--- src/rtl/receptor_serial_activo.sv ---
// Serial-to-parallel receiver: bit-granular COMMA hunt, byte lock after COMMA_COUNT aligned commas,
// then packs data bytes MSB-first into 32-bit words. Outputs registered; no backpressure (consumer samples the valid_out level).
module receptor_serial_activo #(
   parameter logic [7:0] COMMA       = 8'hBC,
   parameter int         COMMA_COUNT = 4
) (
   input  logic        clk_32f,
   input  logic        reset,
   input  logic        data_in,
   output logic [31:0] data_out,
   output logic        valid_out,
   output logic        active
);

   localparam logic [1:0] SEARCH = 2'd0;
   localparam logic [1:0] ALIGN  = 2'd1;
   localparam logic [1:0] ACTIVE = 2'd2;

   localparam logic [3:0] BC_LAST = 4'(COMMA_COUNT - 1);
   localparam logic [3:0] BC_FULL = 4'(COMMA_COUNT);

   logic [1:0]  state;
   logic [7:0]  sr;
   logic [2:0]  bit_cnt;
   logic [3:0]  bc_cnt;
   logic [1:0]  byte_idx;
   logic [23:0] held;
   logic [7:0]  nb;
   logic        boundary;
   logic        is_comma;

   always_comb begin
      nb       = {sr[6:0], data_in};
      boundary = (bit_cnt == 3'd7);
      is_comma = (nb == COMMA);
   end

   always_ff @(posedge clk_32f) begin
      if (reset) begin
         state     <= SEARCH;
         sr        <= 8'h00;
         bit_cnt   <= 3'd0;
         bc_cnt    <= 4'd0;
         byte_idx  <= 2'd0;
         held      <= 24'h0;
         data_out  <= 32'h0;
         valid_out <= 1'b0;
         active    <= 1'b0;
      end else begin
         sr      <= nb;
         bit_cnt <= bit_cnt + 3'd1;
         case (state)
            SEARCH: begin
               // A match here defines the byte grid: the next boundary is 8 edges later.
               if (is_comma) begin
                  bit_cnt <= 3'd0;
                  bc_cnt  <= 4'd1;
                  state   <= ALIGN;
               end
            end
            ALIGN: begin
               if (boundary) begin
                  if (is_comma) begin
                     if (bc_cnt == BC_LAST) begin
                        bc_cnt <= BC_FULL;
                        state  <= ACTIVE;
                        active <= 1'b1;
                     end else begin
                        bc_cnt <= bc_cnt + 4'd1;
                     end
                  end else begin
                     bc_cnt <= 4'd0;
                     state  <= SEARCH;
                  end
               end
            end
            ACTIVE: begin
               if (boundary) begin
                  if (is_comma) begin
                     // Idle symbol: abandon any partial word, keep the last full word visible.
                     byte_idx  <= 2'd0;
                     valid_out <= 1'b0;
                  end else if (byte_idx == 2'd3) begin
                     data_out  <= {held, nb};
                     valid_out <= 1'b1;
                     byte_idx  <= 2'd0;
                  end else begin
                     case (byte_idx)
                        2'd0:    held[23:16] <= nb;
                        2'd1:    held[15:8]  <= nb;
                        default: held[7:0]   <= nb;
                     endcase
                     byte_idx <= byte_idx + 2'd1;
                  end
               end
            end
            default: state <= SEARCH;
         endcase
      end
   end

endmodule
--- config.mk ---
export PLATFORM = sky130hd
export DESIGN_NAME = receptor_serial_activo
export DESIGN_NICKNAME = d
export VERILOG_FILES = /design/src/rtl/receptor_serial_activo.sv
export SDC_FILE = /design/constraint.sdc
export NUM_CORES = 1
export LEC_CHECK = 0
export ABC_AREA = 1
export CELL_PAD_IN_SITES_DETAIL_PLACEMENT = 1
export CELL_PAD_IN_SITES_GLOBAL_PLACEMENT = 2
export CORE_MARGIN = 2
export CORE_UTILIZATION = 32
export DETAILED_ROUTE_END_ITERATION = 8
export GPL_TIMING_DRIVEN = 1
export PLACE_DENSITY = 0.8
export SLEW_MARGIN = 20
export SYNTH_ARGS = -nofsm -noshare
export SYNTH_HDL_FRONTEND = slang
export SYNTH_SLANG_ARGS = --single-unit
--- constraint.sdc ---
create_clock -name clk_32f -period 1.85 [get_ports clk_32f]
set_input_delay 0.37 -clock clk_32f [delete_from_list [all_inputs] [get_ports clk_32f]]
set_output_delay 0.37 -clock clk_32f [all_outputs]
set_load 0.02 [all_outputs]
* Yosys cells after proc, flatten, opt, wreduce, memory -nomap -nowiden
Cells that the tools add are included.
** Word-level totals
- Flip-flop bits (word level) :: 76
- Output and inout port bits :: 34
- Logic and storage cells :: 58
** Cells by class
- Add/subtract/negate cells :: 3
- Equality and inequality tests :: 10
- Multiplexer cells :: 16
- Bitwise operators :: 4
- Reductions and logical operators :: 14
** Operators with widths (number)
- $mux W4 :: 4
- $reduce_and A5 Y1 :: 3
- $mux W2 :: 6
- $reduce_and A4 Y1 :: 3
- $eq A8 B8 Y1 const B :: 1
- $pmux W4 S2 :: 1
- $mux W3 :: 2
- $pmux W2 S3 :: 1
- $reduce_and A3 Y1 :: 2
- $add A4 B1 Y4 const B :: 1
- $eq A2 B1 Y1 const B :: 2
- $eq A2 B2 Y1 const B :: 2
- $eq A4 B2 Y1 const B :: 1
- $logic_not A2 Y1 :: 2
- $ne A2 B2 Y1 const B :: 2
- $not A1 Y1 :: 4
- $reduce_bool A2 Y1 :: 2
- $add A3 B1 Y3 const B :: 1
- $eq A3 B3 Y1 const B :: 1
- $ne A3 B3 Y1 const B :: 1
- $add A2 B1 Y2 const B :: 1
- $mux W1 :: 2
- $reduce_and A2 Y1 :: 1
- $reduce_or A2 Y1 :: 1

* Longest topological paths before layout
- Depth in word-level cells :: 5
- Gate-level depth with buffers :: 11
- Depth with buffers taken out :: 10

* Worst setup path after synthesis
No wires, ideal clock.
- Path type :: reg-to-reg
- Start :: register bit_cnt[0]
- End :: register held[13]
- Arrival time :: 1.368 ns
- Data required time :: 1.737 ns
- Setup slack :: 0.369 ns
- Stages on the path, launching flop included :: 11
- Period minus slack after synthesis :: 1.481 ns
- Cells stage by stage :: dfxtp_1 ha_1 ha_1 nand3_2 inv_2 nand2_4 nor2_4 nand2_4 buf_6 nor2_1 nor2_1
** On the way
- Cells in the longest elaborated chain, start to end :: 2
** RTL lines
- from (decl) :: RTL line 24 : logic [2:0] bit_cnt;
- from (signal assigned) :: RTL line 51 : bit_cnt <= bit_cnt + 3'd1;
- $eq A3 B3 Y1 :: RTL line 34 : boundary = (bit_cnt == 3'd7);
- $reduce_and A5 Y1 (no source line)
- to (signal assigned) :: RTL line 90 : 2'd1: held[15:8] <= nb;
- to (decl) :: RTL line 27 : logic [23:0] held;
No other way between the ends.
A chain may end at the register's enable or synchronous reset.

* Worst setup path after layout
- Start :: register valid_out
- End :: output valid_out
** RTL lines
- from (decl) :: RTL line 11 : output logic valid_out,
- from (signal assigned) :: RTL line 47 : valid_out <= 1'b0;
- from (signal assigned) :: RTL line 82 : valid_out <= 1'b0;
- from (signal assigned) :: RTL line 85 : valid_out <= 1'b1;
No word-level cell between the ends.

==> flow_metrics.tcl <==
set metrics [dict create \
    status "completed" \
    routed_via_density 4.49 \
    syn_to_final_growth_pct 27.0 \
    worst-r2r-setup-slack_ps 190 \
    holdPathStages 2 \
    reg2reg_from "bit_cnt[0]" \
    vias 2719 \
    fmax_ghz 0.595 \
    cp_top_family "buffers and inverters" \
    port_buffers 36 \
    chipWidth_um 103 \
    hp-class "reg -> reg" \
    final_cell_mix "86 x nand2_1, 76 x nor2_1, 76 x dfxtp_1" \
    cp.arrival_ps 1310 \
    dp_cells 590 \
    cap_violations 0 \
    grt-ovfl-total 0 \
    drt_first_iter_violations 87 \
    htree_num_levels 3 \
    grt_max_degree 32 \
    synth_seq_cells 76 \
    cts_buffer_depth 2 \
    clkSlewWorstSetupHoldPaths_ps 70 \
    min_delay_worst_endpoint "data_out[16]" \
    setup_violations 0 \
    period_share_pct 90.8 \
    die_y_um 103 \
    clock-skew-final_ps 12.5 \
    slowest_stage "clkdlybuf4s50_1" \
    r2r-end "held[6]" \
    grt_pass1_vias 2720 \
    pwr_density_cell_mw_per_mm2 907 \
    fp.dieArea_mm2 0.0106 \
    static-leakage-power_nw 1.65 \
    relSlewSlack_pct 79.1 \
    grt_usage_pct 16.4 \
    cts_tree "done" \
    start_kind "register" \
    crit_chain "clkdlybuf4s50_1" \
    initial_core_util_pct 32.5 \
    fin_crit_ps 1680 \
    syn_area_mm2 0.00313 \
    final_cells 605 \
    grt_antenna_before_repair 0 \
    vdd_drop_max_v 0.000413 \
    total_power_mw 3.60 \
    root_buffer "clkbuf_8" \
    worstSetupPathType "reg -> out" \
    worst_slack_ps 170 \
    final_nets 478 \
    clk_latency_ps 360 \
    rows 36 \
    drive_gt1_share_pct 11.7 \
    numCtsBuffers 9 \
    yosysUniqueCellTypes 25 \
    ios 37 \
    avgSynthCellArea_um2 7.45 \
    crit_fanout 2 \
    wire_per_inst_um 13.0 \
    yosysWarningCount 0 \
    place_hpwl_um 5530 \
    first_pass_iters 4 \
    antenna_left 0 \
    slew_violations 0 \
    grt_pass1_wl_um 13300 \
    synth_top_area_share_pct 48.6 \
    crit_buf_inv 1 \
    synth_area_leaders "dfxtp_1 49%, nand2_1 10%, nor2_1 9.1%" \
    finalSetupTns_ps 0 \
    placement.cell_area_mm2 0.00375 \
    r2r_cells 8 \
    drc 0 \
    ctsHoldBuffers 0 \
    synthCells 420 \
    n_antenna_cell 0 \
    worstSetupEndpointType "output pin" \
    worstPathRequired_ps 1480 \
    seq_area_frac_synth_pct 48.6 \
    synth_fp_nets 430 \
    rsz0062_at_grt "no" \
    hp-start "data_out[16]" \
    finalHoldViolations 0 \
    synth_area_leader_cell "dfxtp_1" \
    final_common_cell "nand2_1" \
    clock_sinks 76 \
    crit_path_max_incr_delay_ps 610 \
    worstMarginPinSlew_ps 313 \
    place_ws_ps -133 \
    gp_congestion 0.758 \
    postLayoutCellArea_mm2 0.00397 \
    wirelength_um 7850 \
    core_area_mm2 0.00964 \
]
## cells in the mapped netlist (all sizes together)
library cell and instances:
dfxtp 76, a21oi 36, xor2 1, o21bai 1, clkbuf 9, nand3 41, nor2 80, o21ai 13
ha 7, o211ai 2, inv 47, nand2 93, nor3 2, buf 11, o221a 1
## power breakdown
part | internal, mW | switching (mW) | leakage (nW)
registers | 1.69 | 0.0419 | 0.614
clock network | 0.794 | 0.650 | 0.105
logic | 0.146 | 0.281 | 0.926
total | 2.63 | 0.973 | 1.65
## state kept, by name (all words and copies together), names as in the netlist
name / count
held: 24
active: 1
sr: 7
data_out: 32
bc_cnt: 4
state: 2
valid_out: 1
byte_idx: 2
bit_cnt: 3
## layout make-up
type	instances	area (um^2)
Clock buffer	10	138
Clock inverter	5	83.8
Multi-Input combinational cell	277	1330
Fill cell	1226	5670
Tap cell	133	166
Inverter	47	180
Timing Repair Buffer	57	556
Sequential cell	76	1520
## cell families (layout without fill, tap and decap cells)
family / Yosys count / after routing / share of synthesized area [%]
AO/OA/AOI/OAI: 53 / 53 / 8.92
XOR/XNOR: 1 / 1 / 0.280
adder cells (fa/ha/maj): 7 / 7 / 2.80
buffers and inverters: 67 / 119 / 8.96
flip-flops: 76 / 76 / 48.6
AND/OR/NAND/NOR: 216 / 216 / 30.4
## what timing repair did
item,in CTS,in global routing
setup endpoints to repair,0,8
setup buffers,0,0
resized for setup,0,1
## through the flow
stage / util [%] / hold slack, ps
floorplan: - / 451
CTS: 41.2 / 463
finish: 41.2 / 459
global placement: 38.9 / 447
detailed placement: 38.9 / 451
global route: 41.2 / 483
## how the worst max path moves through the flow
stage                    start   endpoint  slack, ps  cells after the start
floorplan           bit_cnt[0]   held[13]        370                     10
global placement       data_in    held[4]       -100                      9
detailed placement     data_in    held[1]       -130                      9
CTS                 bit_cnt[0]    held[1]        110                      8
global route        bit_cnt[0]   held[23]         10                     10
finish               valid_out  valid_out        170                      1
## metal layers
layer	global-route usage, %	up-vias	part of all wire (%)
li1	-	1411	-
met1	22.6	1260	51
met2	25.3	37	44
met3	3.66	11	3.3
met4	5.47	0	1.4
met5	0	-	0
Note: power is estimated with default switching activity, not from simulation.
